==> src/rtl/bp_fe_pred_update_sched.sv <==
// bp_fe_pred_update_sched
//   Arbitrates predictor (BTB/BHT) training updates onto a single write port.
//   Mispredict redirects arrive without backpressure and sit in a one-entry
//   buffer. A newer redirect overwrites an ungranted one, and each overwrite
//   is counted. Correct-prediction "attaboy" updates are queued in a small
//   FIFO. Redirects normally win arbitration. After starve_limit_p
//   consecutive redirect grants, a waiting attaboy is forced through.
//
// Ports
//   clk_i, reset_n_i          clock, asynchronous active-low reset
//   init_done_i               predictor tables initialised (level)
//   ready_o                   scheduler is in RUN
//   redirect_*_i              mispredict update (valid only, no ready)
//   attaboy_*                 correct-prediction update (valid/ready)
//   upd_*                     predictor write port (valid/yumi); every upd_*
//                             output is derived from registers only
//   drain_i, drain_done_o     drain request pulse / one-cycle completion
//   drop_cnt_o                saturating count of overwritten redirects
module bp_fe_pred_update_sched #(
  parameter int vaddr_width_p               = 39,
  parameter int branch_metadata_fwd_width_p = 64,
  parameter int fifo_els_p                  = 4,
  parameter int starve_limit_p              = 3
) (
  input  logic                                   clk_i,
  input  logic                                   reset_n_i,

  input  logic                                   init_done_i,
  output logic                                   ready_o,

  input  logic                                   redirect_v_i,
  input  logic [vaddr_width_p-1:0]               redirect_pc_i,
  input  logic [branch_metadata_fwd_width_p-1:0] redirect_metadata_i,
  input  logic                                   redirect_taken_i,
  input  logic                                   redirect_nonbr_i,

  input  logic                                   attaboy_v_i,
  output logic                                   attaboy_ready_o,
  input  logic [vaddr_width_p-1:0]               attaboy_pc_i,
  input  logic [branch_metadata_fwd_width_p-1:0] attaboy_metadata_i,
  input  logic                                   attaboy_taken_i,

  output logic                                   upd_v_o,
  input  logic                                   upd_yumi_i,
  output logic [vaddr_width_p-1:0]               upd_pc_o,
  output logic [branch_metadata_fwd_width_p-1:0] upd_metadata_o,
  output logic                                   upd_taken_o,
  output logic                                   upd_nonbr_o,
  output logic                                   upd_redirect_o,

  input  logic                                   drain_i,
  output logic                                   drain_done_o,
  output logic [7:0]                             drop_cnt_o
);

  localparam int ptr_w_lp    = (fifo_els_p > 1) ? $clog2(fifo_els_p) : 1;
  localparam int starve_w_lp = (starve_limit_p > 0) ? $clog2(starve_limit_p + 1) : 1;
  localparam int entry_w_lp  = vaddr_width_p + branch_metadata_fwd_width_p + 1;

  localparam logic [ptr_w_lp:0]      ptr_one_lp    = (ptr_w_lp + 1)'(1);
  localparam logic [starve_w_lp-1:0] starve_one_lp = starve_w_lp'(1);
  localparam logic [starve_w_lp-1:0] starve_max_lp = starve_w_lp'(starve_limit_p);

  typedef enum logic [1:0] {
    S_INIT,
    S_RUN,
    S_DRAIN
  } state_e;

  state_e state;

  // One-entry redirect buffer
  logic                                   rbuf_v;
  logic [vaddr_width_p-1:0]               rbuf_pc;
  logic [branch_metadata_fwd_width_p-1:0] rbuf_md;
  logic                                   rbuf_taken;
  logic                                   rbuf_nonbr;

  // Attaboy FIFO. The pointers carry an extra wrap bit for the full/empty test.
  logic [entry_w_lp-1:0] fifo_mem [fifo_els_p];
  logic [ptr_w_lp:0]     wr_ptr;
  logic [ptr_w_lp:0]     rd_ptr;
  logic [entry_w_lp-1:0] fifo_head;
  logic                  fifo_empty;
  logic                  fifo_full;

  logic [starve_w_lp-1:0] starve_cnt;
  logic [7:0]             drop_cnt;

  logic active;
  logic flush;
  logic sel_fifo;
  logic grant;
  logic rbuf_grant;
  logic fifo_grant;
  logic enq;

  assign fifo_empty = (wr_ptr == rd_ptr);
  assign fifo_full  = (wr_ptr[ptr_w_lp] != rd_ptr[ptr_w_lp])
                   && (wr_ptr[ptr_w_lp-1:0] == rd_ptr[ptr_w_lp-1:0]);
  assign fifo_head  = fifo_mem[rd_ptr[ptr_w_lp-1:0]];

  assign active = (state != S_INIT);
  // Losing init_done_i while active drops every pending update.
  assign flush  = active & ~init_done_i;

  // The FIFO head is also chosen when the redirect buffer is empty.
  // Otherwise the buffer would block attaboys with nothing to send.
  assign sel_fifo   = ~fifo_empty & (~rbuf_v | (starve_cnt == starve_max_lp));
  assign grant      = upd_v_o & upd_yumi_i;
  assign rbuf_grant = grant & ~sel_fifo;
  assign fifo_grant = grant &  sel_fifo;
  assign enq        = attaboy_v_i & attaboy_ready_o;

  assign ready_o         = (state == S_RUN);
  assign attaboy_ready_o = (state == S_RUN) & ~fifo_full;
  assign drain_done_o    = (state == S_DRAIN) & ~rbuf_v & fifo_empty;
  assign drop_cnt_o      = drop_cnt;

  assign upd_v_o        = rbuf_v | ~fifo_empty;
  assign upd_redirect_o = rbuf_v & ~sel_fifo;
  assign upd_pc_o       = sel_fifo ? fifo_head[entry_w_lp-1 -: vaddr_width_p] : rbuf_pc;
  assign upd_metadata_o = sel_fifo ? fifo_head[branch_metadata_fwd_width_p:1] : rbuf_md;
  assign upd_taken_o    = sel_fifo ? fifo_head[0] : rbuf_taken;
  assign upd_nonbr_o    = sel_fifo ? 1'b0 : rbuf_nonbr;

  always_ff @(posedge clk_i or negedge reset_n_i) begin
    if (!reset_n_i) begin
      state      <= S_INIT;
      rbuf_v     <= 1'b0;
      rbuf_pc    <= '0;
      rbuf_md    <= '0;
      rbuf_taken <= 1'b0;
      rbuf_nonbr <= 1'b0;
      wr_ptr     <= '0;
      rd_ptr     <= '0;
      starve_cnt <= '0;
      drop_cnt   <= '0;
    end else begin
      unique case (state)
        S_INIT:  if (init_done_i) state <= S_RUN;
        S_RUN:   if (!init_done_i) state <= S_INIT;
                 else if (drain_i) state <= S_DRAIN;
        S_DRAIN: if (!init_done_i) state <= S_INIT;
                 else if (drain_done_o) state <= S_RUN;
        default: state <= S_INIT;
      endcase

      if (flush) begin
        rbuf_v     <= 1'b0;
        wr_ptr     <= '0;
        rd_ptr     <= '0;
        starve_cnt <= '0;
      end else begin
        // A load in the cycle the buffer is granted replaces it cleanly.
        // Otherwise a valid buffer is overwritten, and the loss is counted.
        if (active && redirect_v_i) begin
          rbuf_v     <= 1'b1;
          rbuf_pc    <= redirect_pc_i;
          rbuf_md    <= redirect_metadata_i;
          rbuf_taken <= redirect_taken_i;
          rbuf_nonbr <= redirect_nonbr_i;
          if (rbuf_v && !rbuf_grant && (drop_cnt != 8'hFF))
            drop_cnt <= drop_cnt + 8'd1;
        end else if (rbuf_grant) begin
          rbuf_v <= 1'b0;
        end

        if (enq)        wr_ptr <= wr_ptr + ptr_one_lp;
        if (fifo_grant) rd_ptr <= rd_ptr + ptr_one_lp;

        // The count cannot pass the limit. At the limit, a non-empty FIFO wins.
        if (rbuf_grant && !fifo_empty)
          starve_cnt <= starve_cnt + starve_one_lp;
        else if (fifo_grant || fifo_empty)
          starve_cnt <= '0;
      end
    end
  end

  always_ff @(posedge clk_i) begin
    if (enq)
      fifo_mem[wr_ptr[ptr_w_lp-1:0]] <= {attaboy_pc_i, attaboy_metadata_i, attaboy_taken_i};
  end

endmodule

==> config.mk <==
export PLATFORM = sky130hd
export DESIGN_NAME = bp_fe_pred_update_sched
export DESIGN_NICKNAME = d
export VERILOG_FILES = /design/src/rtl/bp_fe_pred_update_sched.sv
export SDC_FILE = /design/constraint.sdc
export NUM_CORES = 1
export LEC_CHECK = 0
export ABC_AREA = 1
export BUFFER_PORTS_ARGS = -buffer_cell sky130_fd_sc_hd__clkbuf_2
export CAP_MARGIN = 0
export CORE_MARGIN = 4
export CORE_UTILIZATION = 50
export CTS_BUF_LIST = sky130_fd_sc_hd__clkbuf_4 sky130_fd_sc_hd__clkbuf_8 sky130_fd_sc_hd__clkbuf_16
export CTS_CLUSTER_DIAMETER = 80
export DETAILED_ROUTE_END_ITERATION = 8
export PLACE_DENSITY = 0.69
export SETUP_SLACK_MARGIN = 0.15
export SYNTH_ARGS = -nofsm -noshare
export SYNTH_HDL_FRONTEND = slang
export SYNTH_SLANG_ARGS = --single-unit
==> constraint.sdc <==
create_clock -name clk_i -period 7.7 [get_ports clk_i]
set_input_delay 1.925 -clock clk_i [delete_from_list [all_inputs] [get_ports clk_i]]
set_output_delay 1.925 -clock clk_i [all_outputs]
set_load 0.02 [all_outputs]
==> impl_metrics.toml <==
[synthesis]
synth_area_sq_mm = 0.0217
synth_cells = 1946
synth_seq_area_share = 0.718
synth_warnings = 0
ys_ff_latch = 540
syn_nets = 2169
ys_types = 33
syn_area_per_cell_sq_um = 11.2

[placed_design]
numPortBuffers = 333
dp_hpwl_mm = 31.8
post_dp_cell_area_sq_mm = 0.0238
post-place-cells = 2765
place.gp.congestion = 0.803

[final_layout]
ff_latch_area_sq_mm = 0.0156
final_layout_size_suffix_gt1_frac = 0.205
multi_input_area_sq_mm = 0.00550
final_cell_mix = "nor2_1 (531), edfxtp_1 (416), nand2_1 (357), clkbuf_2 (332), o21ai_0 (198)"
fin_area_sq_mm = 0.0256
syn2layout_area_growth_pct = 17.9
fin_util = 0.596
num-fill-cells = 3533
nets = 2460
layout_commonest_cell = "nor2_1"
stdcell_count = 2873

[sta]
finalSetupViolations = 0
skew_ps = 26.3
rsz0062_at_grt = "false"
worst_pin_slew_ps = 1160
max_freq_mhz = 157
setup_tns_ps = 0
hold_slack_ps = 479
slew-limit-headroom = 0.227
timing.final.crit_share = 0.826
finalHoldViolCount = 0
fin_crit_ps = 6360
drv_slew = 0

[floorplan]
start_util = 0.505
num_io_pins = 334
die_w_microns = 216
die_area_sq_mm = 0.0468
rows = 76
fp.coreArea_sq_mm = 0.0430
dieHeight_microns = 216

[worst_setup_path]
path_cells = "inv_6 -> nand2_1 -> nand2_1 -> nand3_4 -> nand2_4 -> inv_6 -> buf_4 -> nor2_1 -> a31oi_1 -> clkbuf_2"
start_kind = "flop"
slowest_delay_ps = 880
timing_worst_setup_path_type = "flop to primary output"
cp.required_ps = 5780
critPathArrivalTime_ps = 4440
crit_path_end_kind = "primary output"
slowest_stage = "dfrtp_4"
path_buf_inv = 4
cp_top_family = "buffers and inverters"
critPathMaxFanout = 154

[clocking]
root_buffer = "clkbuf_16"
cts_tree = "done"
clock-sinks = 540
htreeDepth = 2
clk_pin_slew_ps = 60
postCtsHoldBufs = 0
cts_made_buffers = 55
ctsResizeCount = 0
post-cts-setup-buffers = 0
clkLatencyLatePin_ps = 600
ctsLongestPathBuffers = 3

[power]
power_density_mw_per_mm2 = 416
ir_worst_vdd_uv = 346
p_leak_nw = 10.4

[global_route]
track_usage = 0.226
antenna_found_initial = 7
grt.overflow.total = 0
grt_pass1_vias = 15300
grt_pass1_wl_mm = 84.1
grt_start_max_net_pins = 155

[routing]
drt_iter0_drc = 1366
vias_per_cell = 5.31
drt-total-wl_mm = 53.9
drt-wirelength-per-cell_microns = 18.8
drtPass1Iterations = 6
vias = 15300
drt_drc_violations_left = 0
ant_nets = 0

[run]
maxCapViolations = 0

[run_status]
status = "finished clean"

[min_path]
min_path_type = "flop to flop"
flip-flops by register name (all words and copies together), names as in the netlist:
signal	count
starve_cnt	2
state	2
wr_ptr	3
rbuf_taken	1
rbuf_md	64
drop_cnt_o	8
rbuf_pc	39
rbuf_nonbr	1
fifo_mem	416
rbuf_v	1
rd_ptr	3
power by group:
part | internal, mW | switching (mW) | total (mW)
Sequential | 3.69 | 0.295 | 3.98
Combinational | 1.16 | 2.85 | 4.01
Clock | 1.57 | 1.10 | 2.66
cell families (layout without fill, tap and decap cells):
group / after synthesis / after routing / synth area share
fa+ha+maj: 7 / 7 / 0.00403
other cells: 0 / 4 / 0
buf+inv: 145 / 483 / 0.0304
flops: 540 / 540 / 0.718
xor+xnor: 5 / 5 / 0.00202
simple gates: 927 / 927 / 0.164
mux: 1 / 1 / 0.000461
compound gates: 321 / 321 / 0.0806
through the flow:
stage,power [mW],setup slack (ps)
2_1_floorplan,6.76,763
3_3_place_gp,7.99,1970
3_5_place_dp,8.07,1800
4_1_cts,10.7,1150
5_1_grt,11.3,784
6_report,10.7,1340
path summary, 6_finish.rpt:
check                           slack (ps)                    start  cells after the start                         to
worst max-delay path                  1340    rd_ptr[0]$_DFFE_PN0P_                     10               upd_pc_o[21]
worst min-delay path                   480  rbuf_md[44]$_DFFE_PN0P_                      2    rbuf_md[44]$_DFFE_PN0P_
worst max register to register        3380    rd_ptr[0]$_DFFE_PN0P_                     10  fifo_mem[2][33]$_DFFE_PP_
worst min register to register         480  rbuf_md[44]$_DFFE_PN0P_                      2    rbuf_md[44]$_DFFE_PN0P_
max in group asynchronous             5080                reset_n_i                      2    rbuf_md[34]$_DFFE_PN0P_
min in group asynchronous             1360                reset_n_i                      1    rbuf_pc[20]$_DFFE_PN0P_
synth_stat cells, drive strengths merged:
cell    count  area share
xnor2       2     0.00081
edfxtp    416        0.58
xor2        3      0.0012
nand3      14      0.0040
o21ai     212       0.049
nor2      535       0.092
nand4      12      0.0035
nand2     361       0.063
dfrtp     124        0.14
inv        29      0.0051
ha          7      0.0040
or2         1     0.00029
nor3        4     0.00092
clkbuf     46      0.0081
o22ai       1     0.00029
a21oi       2     0.00063
a31o        1     0.00040
buf        70       0.017
mux2i       1     0.00046
o41ai       1     0.00040
a31oi     104       0.030
area by class of cell:
| cell class | count | share of cell area |
|---|---|---|
| flip-flops and latches | 540 | 0.609 |
| multi-input cells | 1261 | 0.215 |
| repair buffers | 350 | 0.0703 |
| clock buffers | 77 | 0.0631 |
| well taps | 585 | 0.0286 |
| clock inverters | 27 | 0.00889 |
| inverters | 29 | 0.00484 |
| diodes | 4 | 0.000391 |
routing by layer:
metal / track usage / share of wire / vias to the layer above
met5: 0 / 0.00052 / -
li1: - / - / 7264
met2: 0.360 / 0.47 / 488
met1: 0.310 / 0.43 / 7407
met3: 0.0488 / 0.069 / 99
met4: 0.0875 / 0.032 / 4
worst reg2reg max path, cell delays in order (launching register included):
cell and delay (ps):
dfrtp_4 880, inv_6 500, nand2_1 200, nand2_1 130, nand3_1 110, nand2_1 60, inv_1 140, nand2_1 280
nor2_4 150, buf_4 600, buf_4 810
Power figures use the tool's default switching activity.
